$ cat config.mk
export PLATFORM = sky130hd
export DESIGN_NAME = vga_sync_gen
export DESIGN_NICKNAME = d
export VERILOG_FILES = /design/src/rtl/vga_sync_gen.sv
export SDC_FILE = /design/constraint.sdc
export NUM_CORES = 1
export LEC_CHECK = 0
export ABC_CLOCK_PERIOD_IN_PS = 2700
export BUFFER_PORTS_ARGS = -buffer_cell sky130_fd_sc_hd__buf_2
export CAP_MARGIN = 10
export CORE_ASPECT_RATIO = 0.7
export CORE_MARGIN = 4
export CORE_UTILIZATION = 32
export DETAILED_ROUTE_END_ITERATION = 8
export GPL_TIMING_DRIVEN = 0
export HOLD_SLACK_MARGIN = 0.06
export PLACE_DENSITY_LB_ADDON = 0.12
export RECOVER_POWER = 25
export SLEW_MARGIN = 40
export SYNTH_ARGS = -nofsm -noshare
export SYNTH_HDL_FRONTEND = slang
export SYNTH_SLANG_ARGS = --single-unit
export TNS_END_PERCENT = 1
$ cat constraint.sdc
create_clock -name clk -period 2.7 [get_ports clk]
set_input_delay 0.135 -clock clk [delete_from_list [all_inputs] [get_ports clk]]
set_output_delay 0.135 -clock clk [all_outputs]
set_load 0.05 [all_outputs]
$ cat src/rtl/vga_sync_gen.sv
// VGA raster timing generator: pixel counters, syncs, blanking, line/frame
// markers and a linear framebuffer address, stepped by a pixel-rate enable.
module vga_sync_gen #(
    parameter int unsigned H_VISIBLE = 640,
    parameter int unsigned H_FP      = 16,
    parameter int unsigned H_SYNC    = 96,
    parameter int unsigned H_BP      = 48,
    parameter int unsigned V_VISIBLE = 480,
    parameter int unsigned V_FP      = 10,
    parameter int unsigned V_SYNC    = 2,
    parameter int unsigned V_BP      = 33,
    parameter int unsigned SYNC_POL  = 0,
    parameter int unsigned HW        = 10,
    parameter int unsigned VW        = 10,
    parameter int unsigned AW        = 19
) (
    input  logic          clk,
    input  logic          reset,
    input  logic          pix_en,
    output logic [HW-1:0] hcount,
    output logic [VW-1:0] vcount,
    output logic          hsync,
    output logic          vsync,
    output logic          video_on,
    output logic          line_start,
    output logic          frame_start,
    output logic [AW-1:0] pix_addr
);

    localparam int unsigned H_TOTAL  = H_VISIBLE + H_FP + H_SYNC + H_BP;
    localparam int unsigned V_TOTAL  = V_VISIBLE + V_FP + V_SYNC + V_BP;
    localparam int unsigned HS_START = H_VISIBLE + H_FP;
    localparam int unsigned HS_END   = HS_START + H_SYNC - 1;
    localparam int unsigned VS_START = V_VISIBLE + V_FP;
    localparam int unsigned VS_END   = VS_START + V_SYNC - 1;
    localparam logic        SYNC_ON  = 1'(SYNC_POL);

    logic [HW-1:0] h_nxt;
    logic [VW-1:0] v_nxt;
    logic [AW-1:0] addr_nxt;
    logic          h_wrap;
    logic          v_wrap;
    logic          origin_nxt;
    logic          vis_nxt;
    logic          hs_nxt;
    logic          vs_nxt;

    // Next raster position; all registered outputs are derived from it so
    // they line up with the counters without skew.
    always_comb begin
        h_wrap     = (hcount == HW'(H_TOTAL - 1));
        v_wrap     = (vcount == VW'(V_TOTAL - 1));
        h_nxt      = h_wrap ? '0 : hcount + HW'(1);
        v_nxt      = vcount;
        if (h_wrap) begin
            v_nxt = v_wrap ? '0 : vcount + VW'(1);
        end
        origin_nxt = h_wrap && v_wrap;
        vis_nxt    = (h_nxt < HW'(H_VISIBLE)) && (v_nxt < VW'(V_VISIBLE));
        hs_nxt     = (h_nxt >= HW'(HS_START)) && (h_nxt <= HW'(HS_END));
        vs_nxt     = (v_nxt >= VW'(VS_START)) && (v_nxt <= VW'(VS_END));
        // Address advances only when landing on a visible pixel; blanking holds it.
        addr_nxt   = pix_addr;
        if (origin_nxt) begin
            addr_nxt = '0;
        end else if (vis_nxt) begin
            addr_nxt = pix_addr + AW'(1);
        end
    end

    always_ff @(posedge clk) begin
        if (reset) begin
            hcount      <= '0;
            vcount      <= '0;
            hsync       <= ~SYNC_ON;
            vsync       <= ~SYNC_ON;
            video_on    <= 1'b1;
            line_start  <= 1'b0;
            frame_start <= 1'b0;
            pix_addr    <= '0;
        end else if (pix_en) begin
            hcount      <= h_nxt;
            vcount      <= v_nxt;
            hsync       <= hs_nxt ? SYNC_ON : ~SYNC_ON;
            vsync       <= vs_nxt ? SYNC_ON : ~SYNC_ON;
            video_on    <= vis_nxt;
            line_start  <= h_wrap;
            frame_start <= origin_nxt;
            pix_addr    <= addr_nxt;
        end else begin
            line_start  <= 1'b0;
            frame_start <= 1'b0;
        end
    end

endmodule

==> results list, run 1 <==
- In this run the worst path has a maximum fanout of 10.
- HPWL reported at the end of detailed placement: 5320 um
- The mapped netlist covers 2540 um2.
- Num Clock Sinks: 44
- The die covers 9440 um2.
- Leakage power of the design: 0.00114 uW
- For this design, the CTS-stage hold fixing added 0 buffers.
- Number of endpoints failing setup at the final stage: 0
- Antenna violations before repair: 0
- 0 antenna diodes ended up in the layout.
- Placed instance area: 2890 um2
* Core area: 7510 um2
- The critical path in this run is classified as flop to flop.
* Power per unit of standard cell area: 470 nW/um2
- Yosys printed 0 warnings.
- For this run, the slowest stage of the critical path takes 530 ps.
- Master cell of the clock root buffer: sky130_fd_sc_hd__clkbuf_16
* Routed wire length: 7240 um
- Cell with the largest stage delay on the worst path: sky130_fd_sc_hd__or4_1
- Sequential element share of the synthesized area: 0.347
- Wire length per cell: 15.1 um
- Setup repair after global routing left no endpoint under its margin.
- Counting distinct cell types in the post-synthesis netlist gives 52.
- Antenna Nets Post-Route: 0
- Number of synthesized register bits: 44
- Tightest Hold Check Type: input pin to flop
* Time the worst path needs with I/O delays and setup: 2470 ps
- Number of hold-slack violations in the final timing report: 0
- First-pass GRT wire length: 11800 um
- Measured along the x axis, the die boundary spans 114 um.
- Number of global-route vias before repair: 2277
* Proportion of register bits with asynchronous set or reset after synthesis: 0
- Routability-driven placement finished with a final weighted congestion of 0.828.
- TritonCTS built the clock tree.
* Element type at the critical path start: flop
- Total power for the finished layout comes to 1450 uW.
- After detailed routing, the number of vias per cell comes to 5.33.
* Ordered list of cells on the worst path: buf_2 > nor4b_2 > and3_1 > buf_4 > a31o_2 > nand3_2 > or4_1 > a21oi_1
* Post-route DRC violation count: 0
- Standard-cell row count: 26
- Average footprint of a synthesized cell: 7.69 um2
* Share of the cycle needed by the critical path after routing: 0.915
- IO Pins: 47
- Length of the first detailed-routing pass in iterations: 4
* Die boundary height: 82.5 um
- Non-Filler Cell Area, Final: 3080 um2
- In the global route stage, overall resource usage came out at 0.158.
- Hold Slack: 191 ps
- Between clock sinks in the finished design, the worst skew comes to 5.13 ps.
- The filler cells instantiated in the layout total 811.
- Final Max Slew Viols: 0
- Entering global routing, the biggest net connects 14 pins.
- In the synthesized netlist the dominant register cell turns out to be sky130_fd_sc_hd__dfxtp_1.
- Total via count in the routed design: 2566
- Number of clock buffers inserted by TritonCTS: 5
- Arrival time of the worst setup path: 2690 ps
* Slew margin rel.: 0.589
- Area growth from synthesis to final layout: 21.4%
- The flow ran to the end, and the final reports show no timing, DRC or antenna violations.
- After the first detailed-routing iteration, the DRC count stood at 136.
- Worst voltage drop across the vdd grid: 286 uV
- Fraction of the core area covered by cells at the end of the flow: 0.410
- Fmax: 405 MHz
- The initial utilization of the core area, before any placement, comes to 0.337.
- STA classifies the critical path endpoint as a flop.
* Gate count after technology mapping: 330
- Layout cell share with drive strength beyond 1: 0.180
* Net count after synthesis: 338
- No sink is reached through more buffers than the 2 on the longest clock path.
* Setup_tns: 0 ps
- Worst skew pair latency: 280 ps
- In this run the tool buffered the top-level ports with 45 buffer cells.
* Number of enable flip-flop cells after synthesis: 0
- Required time of the worst setup path: 2920 ps
* Max_cap viols: 0
* Deepest level of the CTS H-tree: 2
- Clock-pin slew was measured on the worst setup and hold paths at 60 ps.
- After the last flow step, the layout net total stands at 390.
* Least-Margin Pin Slew: 619 ps
- Remaining global-route overflow: 0
==> cell type report <==
type / instances / area [um2] / area share
flip-flops and latches: 44 / 886 / 0.288
multi-input cells: 258 / 1560 / 0.507
well taps: 98 / 123 / 0.0398
plain buffers: 23 / 124 / 0.0402
repair buffers: 46 / 208 / 0.0675
inverters: 4 / 15.0 / 0.00488
clock buffers: 6 / 129 / 0.0419
clock inverters: 2 / 35.0 / 0.0114
==> metrics by stage <==
step / setup slack (ps) / instances
floorplan: 19.2 / 330
global placement: -299 / 473
detailed placement: -322 / 473
CTS: 58.3 / 481
global route: 4.85 / 481
finish: 230 / 481
==> cell usage after synthesis (2+ instances only) <==
library cell / n / share of area
sky130_fd_sc_hd__dfxtp_1: 44 / 0.35
sky130_fd_sc_hd__nor2_1: 43 / 0.064
sky130_fd_sc_hd__a21oi_1: 32 / 0.063
sky130_fd_sc_hd__nand2_1: 27 / 0.040
sky130_fd_sc_hd__o21ai_0: 21 / 0.041
sky130_fd_sc_hd__nand3_1: 20 / 0.039
sky130_fd_sc_hd__and3_1: 14 / 0.035
sky130_fd_sc_hd__nand3b_1: 14 / 0.041
sky130_fd_sc_hd__buf_2: 9 / 0.018
sky130_fd_sc_hd__clkbuf_1: 9 / 0.013
sky130_fd_sc_hd__nand4_1: 9 / 0.022
sky130_fd_sc_hd__a31oi_1: 8 / 0.020
sky130_fd_sc_hd__nor3_1: 8 / 0.016
sky130_fd_sc_hd__xnor2_1: 6 / 0.021
sky130_fd_sc_hd__ha_1: 5 / 0.025
sky130_fd_sc_hd__xor2_1: 5 / 0.017
sky130_fd_sc_hd__inv_1: 4 / 0.0059
sky130_fd_sc_hd__or3_1: 4 / 0.0099
sky130_fd_sc_hd__and2_1: 3 / 0.0074
sky130_fd_sc_hd__buf_1: 3 / 0.0044
sky130_fd_sc_hd__mux2i_1: 3 / 0.012
sky130_fd_sc_hd__a211oi_1: 2 / 0.0059
sky130_fd_sc_hd__a311oi_1: 2 / 0.0069
sky130_fd_sc_hd__a31o_2: 2 / 0.0069
sky130_fd_sc_hd__buf_6: 2 / 0.0089
sky130_fd_sc_hd__nor4_1: 2 / 0.0049
sky130_fd_sc_hd__nor4b_1: 2 / 0.0069
sky130_fd_sc_hd__o41ai_1: 2 / 0.0069
sky130_fd_sc_hd__or2_2: 2 / 0.0049
==> power by group <==
group          internal (uW)  switching [uW]  leakage (uW)
Sequential               656            10.3      0.000357
Combinational           22.9            67.1      0.000699
Clock                    436             255     0.0000808
==> logic make-up (layout without fill, tap and decap cells) <==
| logic type | count (synthesis) | in the layout | share of synthesized area |
|---|---|---|---|
| AO/OA/AOI/OAI | 77 | 77 | 0.182 |
| buffers and inverters | 28 | 81 | 0.0533 |
| multiplexers | 3 | 3 | 0.0118 |
| AND/OR/NAND/NOR | 161 | 161 | 0.339 |
| adder cells (fa/ha/maj) | 6 | 6 | 0.0286 |
| XOR/XNOR | 11 | 11 | 0.0380 |
| flip-flops | 44 | 44 | 0.347 |
==> timing repair <==
item / in CTS / in global routing
pin swaps: 0 / 1
setup buffers: 1 / 0
endpoints found under the setup margin: 17 / 16
gates resized for setup: 4 / 12
==> layout by cell type, fill, tap and decap left out, types with 3 or more instances in the layout <==
cell,instances
sky130_fd_sc_hd__xor2_1,5
sky130_fd_sc_hd__xnor2_1,6
sky130_fd_sc_hd__a31oi_1,7
sky130_fd_sc_hd__o21ai_0,21
sky130_fd_sc_hd__inv_1,4
sky130_fd_sc_hd__clkbuf_2,3
sky130_fd_sc_hd__ha_1,4
sky130_fd_sc_hd__nand4_1,9
sky130_fd_sc_hd__and2_1,3
sky130_fd_sc_hd__dfxtp_1,40
sky130_fd_sc_hd__mux2i_1,3
sky130_fd_sc_hd__clkbuf_16,5
sky130_fd_sc_hd__a21oi_1,32
sky130_fd_sc_hd__nand3b_1,14
sky130_fd_sc_hd__dfxtp_2,4
sky130_fd_sc_hd__clkbuf_1,26
sky130_fd_sc_hd__buf_2,34
sky130_fd_sc_hd__nor2_1,43
sky130_fd_sc_hd__nand2_1,27
sky130_fd_sc_hd__nor3_1,8
sky130_fd_sc_hd__or3_1,4
sky130_fd_sc_hd__nand3_1,20
sky130_fd_sc_hd__and3_1,14
==> routing by layer <==
metal  global-route usage  up-vias  wire length (um)
met1                0.236     1195              3780
li1                     -     1308                 -
met3               0.0379        6               437
met2                0.226       57              2970
met5                    0        -                 0
met4               0.0344        0                61
==> final timing paths <==
path          startpoint           end  slack [ps]  cells after the start
max            hcount[8]  pix_addr[18]         230                      8
max reg2reg    hcount[8]  pix_addr[18]         230                      8
min                reset      video_on         190                      3
min reg2reg  pix_addr[1]   pix_addr[1]         490                      2
==> registers in the layout, indices dropped and copies added, names as in the netlist <==
| name | cells |
|---|---|
| pix_addr | 19 |
| hcount | 10 |
| vcount | 10 |
| frame_start | 1 |
| hsync | 1 |
| line_start | 1 |
| video_on | 1 |
| vsync | 1 |
==> critical path: cells and delay by family (launching register included) <==
kind                   cells  cell delay [ps]
DFF                        1              320
and+or+nand+nor            4             1340
buffers and inverters      2              390
AOI/OAI and AO/OA          2              360
(Power assumes the default switching activity.)
==> run 2, diff against run 1 <==
- CTS_BUF_LIST: unset -> sky130_fd_sc_hd__clkbuf_4 sky130_fd_sc_hd__clkbuf_8
==> results list, run 2 (synthesis results as in run 1) <==
* Die area: 9440 um2
- Total via count in the routed design: 2583
- The initial antenna violation count is 0.
- In the final routed layout, each cell accounts on average for 15.1 um.
- The first global-routing pass estimated 11800 um of wire.
- IO Pins: 47
- Clock-pin slew was measured on the worst setup and hold paths at 90 ps.
- Fmax: 406 MHz
- Die boundary height: 82.5 um
- The clock passes through at most 2 buffers.
- For the finished layout, the period the worst path requires is 2460 ps.
* Timing endpoint of the critical path: pix_addr[18]
- Number of clock buffers inserted by TritonCTS: 5
- The wire-length estimate of the detail-placed layout is 5320 um.
- CTS placed an instance of sky130_fd_sc_hd__clkbuf_8 at the clock tree root.
- Status: completed
- Number of vias per cell after detailed routing: 5.37
- Length of the first detailed-routing pass in iterations: 5
- Arrival time of the worst setup path: 2700 ps
* Non-Filler Cell Area, Final: 3030 um2
* Filler cell count in the final layout: 809
- Across the routed clock network, the largest skew measured is 6.60 ps.
* Number of global-route vias before repair: 2290
- Logic depth of the worst register-to-register path: 8
- Layout cell share with drive strength beyond 1: 0.178
* Final Max Slew Viols: 0
* Crit path capture type: flop
- The register with the most flip-flops in the layout has 19 of them.
- The layer flagged by global routing as most heavily used is met1.
- CTS saw 44 sinks.
- The most critical setup path has its startpoint at hcount[0].
- Endpoint of the lowest-slack register-to-register path: pix_addr[18]
- Starting density of the core: 0.337
- The number of antenna diodes in the final layout is 0.
- In the global route stage, met2 resource usage came out at 0.225.
- Dividing the final minimum period by the clock period gives 0.913.
* Routed wire length: 7270 um
- Cts-stage hold buffer count: 0
* Hold path start: reset
- In this run the worst hold path is classified as input pin to flop.
- Core area: 7510 um2
* M3 GR Usage: 0.0357
* Number of hold-slack violations in the final timing report: 0
- The critical path in this run is classified as flop to flop.
- The library cells used most frequently in the layout, excluding fill and tap cells, are sky130_fd_sc_hd__nor2_1, sky130_fd_sc_hd__dfxtp_1, sky130_fd_sc_hd__buf_2, sky130_fd_sc_hd__a21oi_1.
- Placed instance area: 2890 um2
- TritonCTS built the clock tree.
- Once detail routing completed, the nets flagged for antenna violations numbered 0.
- For this run, design rule violations remaining after detail routing come to 0.
- Maximum number of pins on one net before global-route repair: 14
- Across the whole layout, storage elements account for 886 um2.
- IR analysis of the VDD net gives a maximum drop of 254 uV.
- In the global route stage, overall resource usage came out at 0.158.
* Most common cell after layout, fill and taps aside: sky130_fd_sc_hd__nor2_1
- Deepest level of the CTS H-tree: 2
- Final Wtd Congestion: 0.828
* Power per unit of standard cell area: 421 nW/um2
* Horizontal extent of the die: 114 um
* Remaining global-route overflow: 0
* Registers with the most flip-flops: pix_addr (19), hcount (10), vcount (10)
- RR Startpoint: hcount[0]
- Setup violations remaining at the end of the flow were counted as 0.
- Footprint of the multi-input gates: 1570 um2
- DRC marker count from the first detailed-route iteration: 131
* RSZ-0062 raised after global routing: no
- Max_cap viols: 0
- The final layout contains 390 nets.
* Setup slack, reg-to-reg: 240 ps
- The worst pin sits at a relative slew slack of 0.590.
- GR met1 Demand/Resource: 0.238
* Critical Path Fanout Max: 10
- Counting flops per register, the top entry is pix_addr.
* Worst skew pair latency: 300 ps
- Least-Margin Pin Slew: 618 ps
- Setup_tns: 0 ps
* Required time of the worst setup path: 2940 ps
* Element type at the critical path start: flop
* Count of buffers from port buffering: 45
- Compared with the post-synthesis result, the final layout area differs by 19.6%.
- Standard-cell row count: 26
* Leakage power of the design: 0.00111 uW
run 2: cell types whose count changed in the layout (fill, tap and decap cells not counted), sizes merged:
| cell | before | now |
|---|---|---|
| buf | 40 | 38 |
| clkbuf | 35 | 37 |
run 2: layer usage:
metal  vias up  share of wire
li1       1305              -
met1      1206           0.53
met2        66           0.41
met3         6          0.056
met4         0         0.0081
met5         -              0
run 2: area by class of cell:
| cell class | count | share of cell area |
|---|---|---|
| inverters | 4 | 0.00495 |
| flip-flops and latches | 44 | 0.292 |
| well taps | 98 | 0.0404 |
| plain buffers | 23 | 0.0408 |
| clock inverters | 2 | 0.0116 |
| repair buffers | 46 | 0.0677 |
| clock buffers | 6 | 0.0252 |
| multi-input cells | 258 | 0.517 |
run 2: stage by stage:
stage / instances / power [uW] / setup WS [ps] / hold slack (ps) / utilization
2_1_floorplan: 330 / 741 / 19.2 / 400 / -
3_3_place_gp: 473 / 768 / -299 / 479 / 0.384
4_1_cts: 481 / 1290 / 55.6 / 163 / 0.401
5_1_grt: 481 / 1330 / 65.4 / 191 / 0.404
6_report: 481 / 1280 / 235 / 183 / 0.404
3_5_place_dp: 473 / 768 / -322 / 470 / 0.384
run 2: worst max-delay path, stage by stage, from the launching register on:
cell and delay [ps]:
sky130_fd_sc_hd__dfxtp_2 430, sky130_fd_sc_hd__ha_4 200, sky130_fd_sc_hd__and4_4 300, sky130_fd_sc_hd__and3_1 230, sky130_fd_sc_hd__buf_4 200, sky130_fd_sc_hd__a31o_2 220, sky130_fd_sc_hd__nand3_2 140, sky130_fd_sc_hd__or4_1 530
sky130_fd_sc_hd__a21oi_1 140
run 2: how the worst min path moves through the flow:
stage                     cells past startpoint        to
after floorplan                               3  video_on
after global placement                        3  video_on
after detailed placement                      3  video_on
after CTS                                     3  video_on
after global routing                          3  video_on
final                                         3  video_on
run 2: power by group:
| part | switching, uW | internal, uW |
|---|---|---|
| clock | 237 | 285 |
| combinational | 66.9 | 22.4 |
| sequential | 10.4 | 656 |
run 2: repair_timing:
action                     CTS  global route
setup endpoints to repair   17            16
pin swaps                    0             1
setup buffers                1             0
gates resized for setup      4            13
==> run 3, diff against run 2 <==
- ABC_CLOCK_PERIOD_IN_PS: 2700 -> 2550
- clock period: 2.7 -> 2.55 ns (I/O delays scaled with it)
==> results list, run 3 (synthesis results as in run 1) <==
- The first global-routing pass estimated 12000 um of wire.
* Antenna violations before repair: 0
* Share of the cycle needed by the critical path after routing: 0.953
* Worst skew pair latency: 310 ps
* Die boundary height: 82.5 um
- Power per unit of standard cell area: 425 nW/um2
- After detailed routing, the number of vias per cell comes to 5.39.
* Count of buffers from port buffering: 45
- Deepest level of the CTS H-tree: 2
* Master cell of the clock root buffer: sky130_fd_sc_hd__clkbuf_8
* Post-route DRC violation count: 0
* Die area: 9440 um2
* Worst clock skew: 14.8 ps
- The share of total power dissipated in combinational logic is 0.074.
- Total via count in the routed design: 2597
- Top register by number of flip-flops: pix_addr
- DRC marker count from the first detailed-route iteration: 158
- The analysis attributes to cell leakage a power of 0.00112 uW.
* M3 GR Usage: 0.0284
- Antenna cells: 0
- Across all hold checks on the routed design, the worst slack comes to 182 ps.
* Final Wtd Congestion: 0.792
* Max_cap viols: 0
* Core area: 7510 um2
* Hold path start: reset
- GR met1 Demand/Resource: 0.255
- Wire length per cell: 15.5 um
- Horizontal extent of the die: 114 um
* Starting density of the core: 0.337
- Number of hold-slack violations in the final timing report: 0
* Global router's overall resource usage: 0.161
- In this run the worst setup path begins at hcount[5].
- Most common cell after layout, fill and taps aside: sky130_fd_sc_hd__nor2_1
* Footprint of the multi-input gates: 1570 um2
- Of all nets on the critical path, the largest fanout is 10.
- Entering global routing, the biggest net connects 14 pins.
* Arrival time of the worst setup path: 2600 ps
- The min-delay analysis places its worst path in the category input pin to flop.
- The largest registers in the layout are pix_addr (19), hcount (10), vcount (10).
* Element type at the critical path start: flop
* Layout cell share with drive strength beyond 1: 0.201
- Combined flip-flop and latch cell area: 897 um2
- For met2 alone, demand over resource in global routing was 0.221.
* Clk pwr share: 0.383
- The share of total power dissipated in sequential elements is 0.544.
- Kind of critical path: flop to flop
- The flow ran to the end, and the final reports show no timing, DRC or antenna violations.
* Final Max Slew Viols: 0
- The startpoint identified for the worst register-to-register timing path is hcount[5].
* Post-route setup slack: 119 ps
- Setup violations remaining at the end of the flow were counted as 0.
- Static timing analysis puts the maximum clock frequency at 411 MHz.
- TritonCTS built the clock tree.
- Clock-pin slew of the registers on the worst-case setup and hold paths: 100 ps
- Switching share of total power: 0.266
- After detailed placement, the total cell area comes to 2900 um2.
- OpenSTA, run right after detailed placement, puts the worst setup slack at -375 ps.
- The initialized floorplan defines 26 standard-cell rows.
- Once detail routing completed, the nets flagged for antenna violations numbered 0.
- Top library cells by usage in the layout, fill and taps aside: sky130_fd_sc_hd__nor2_1, sky130_fd_sc_hd__dfxtp_1, sky130_fd_sc_hd__buf_2
- Counting I/O delays and the setup requirement, the final critical path takes 2430 ps.
- After routing the design area is 3050 um2.
* Length of the first detailed-routing pass in iterations: 5
- The tree built by TritonCTS fans out to 44 sinks.
* IO Pins: 47
- Remaining global-route overflow: 0
* Routed wire length: 7480 um
- Worst voltage drop across the vdd grid: 230 uV
- Global route hottest layer: met1
- Required time of the worst setup path: 2710 ps
- Internal power comes to 951 uW.
- The number of global-route vias before repair was 2281.
- In this run the deepest clock path goes through 2 buffers.
- Measured against its own limit, the worst slew margin works out to 0.600.
- The analysis attributes to net switching a power of 344 uW.
- The register with the most flip-flops in the layout has 19 of them.
- Least-Margin Pin Slew: 603 ps
- Hold repair after CTS inserted 0 buffers.
- Number of clock buffers inserted by TritonCTS: 5
* Layout Nets: 391
* Crit path capture type: flop
- Area growth from synthesis to final layout: 20.1%
- Filler cell count in the final layout: 823
- HPWL reported at the end of detailed placement: 5470 um
## run 3: changes by cell type in the layout (fill, tap and decap cells not counted), moves of 2 or more
| cell | previous run | this run |
|---|---|---|
| sky130_fd_sc_hd__dfxtp_4 | 0 | 2 |
| sky130_fd_sc_hd__clkbuf_1 | 27 | 25 |
| sky130_fd_sc_hd__buf_2 | 32 | 34 |
| sky130_fd_sc_hd__buf_4 | 2 | 4 |
| sky130_fd_sc_hd__dfxtp_2 | 4 | 7 |
| sky130_fd_sc_hd__dfxtp_1 | 40 | 35 |
## run 3: what timing repair did
action	in CTS	in global routing
buffers inserted	1	1
endpoints found under the hold margin	0	0
pin swaps	0	2
gates cloned	0	0
setup endpoints to repair	22	16
gates resized for setup	7	13
## run 3: area by class of cell
cell class,instances,area share
buffer,23,0.0419
clock buffer,7,0.0296
clock inverter,1,0.00205
inverter,4,0.00493
multi-input combinational,258,0.517
sequential,44,0.294
tap,98,0.0402
timing repair buffer,47,0.0702
## run 3: power by group through the flow
stage               clock [uW]  sequential [uW]  combinational [uW]
floorplan                    0              742                41.4
global route               533              706                 105
global placement             0              719                93.0
finish                     495              704                95.2
CTS                        504              703                95.3
detailed placement           0              719                93.2
## run 3: through the flow
step                       util  cells  total power [uW]  setup TNS (ps)
after detailed placement  0.386    473               812           -4170
after CTS                 0.401    481              1300               0
after floorplan               -    330               784           -13.1
final                     0.405    482              1300               0
after global routing      0.405    482              1340           -88.7
after global placement    0.386    473               812           -4340
## run 3: worst paths after layout
| kind | to | slack (ps) | depth (start not counted) |
|---|---|---|---|
| worst min-delay path | video_on | 180 | 3 |
| worst max-delay path | pix_addr[8] | 120 | 9 |
| worst min register to register | pix_addr[1] | 490 | 2 |
| worst max register to register | pix_addr[8] | 120 | 9 |
## run 3: per-layer routing
layer / vias up / wire length (um)
met5: - / 0
met2: 72 / 3010
met4: 0 / 43
li1: 1296 / -
met1: 1224 / 4000
met3: 5 / 429
## run 3: worst max-delay path, stage by stage, from the launching register on
cell and delay [ps]:
sky130_fd_sc_hd__dfxtp_1 360, sky130_fd_sc_hd__buf_6 150, sky130_fd_sc_hd__or4b_4 560, sky130_fd_sc_hd__nor3_1 330, sky130_fd_sc_hd__o2bb2ai_4 190, sky130_fd_sc_hd__nor2_2 70
sky130_fd_sc_hd__and3_2 240, sky130_fd_sc_hd__buf_2 200, sky130_fd_sc_hd__nand3b_1 100, sky130_fd_sc_hd__a21oi_1 70
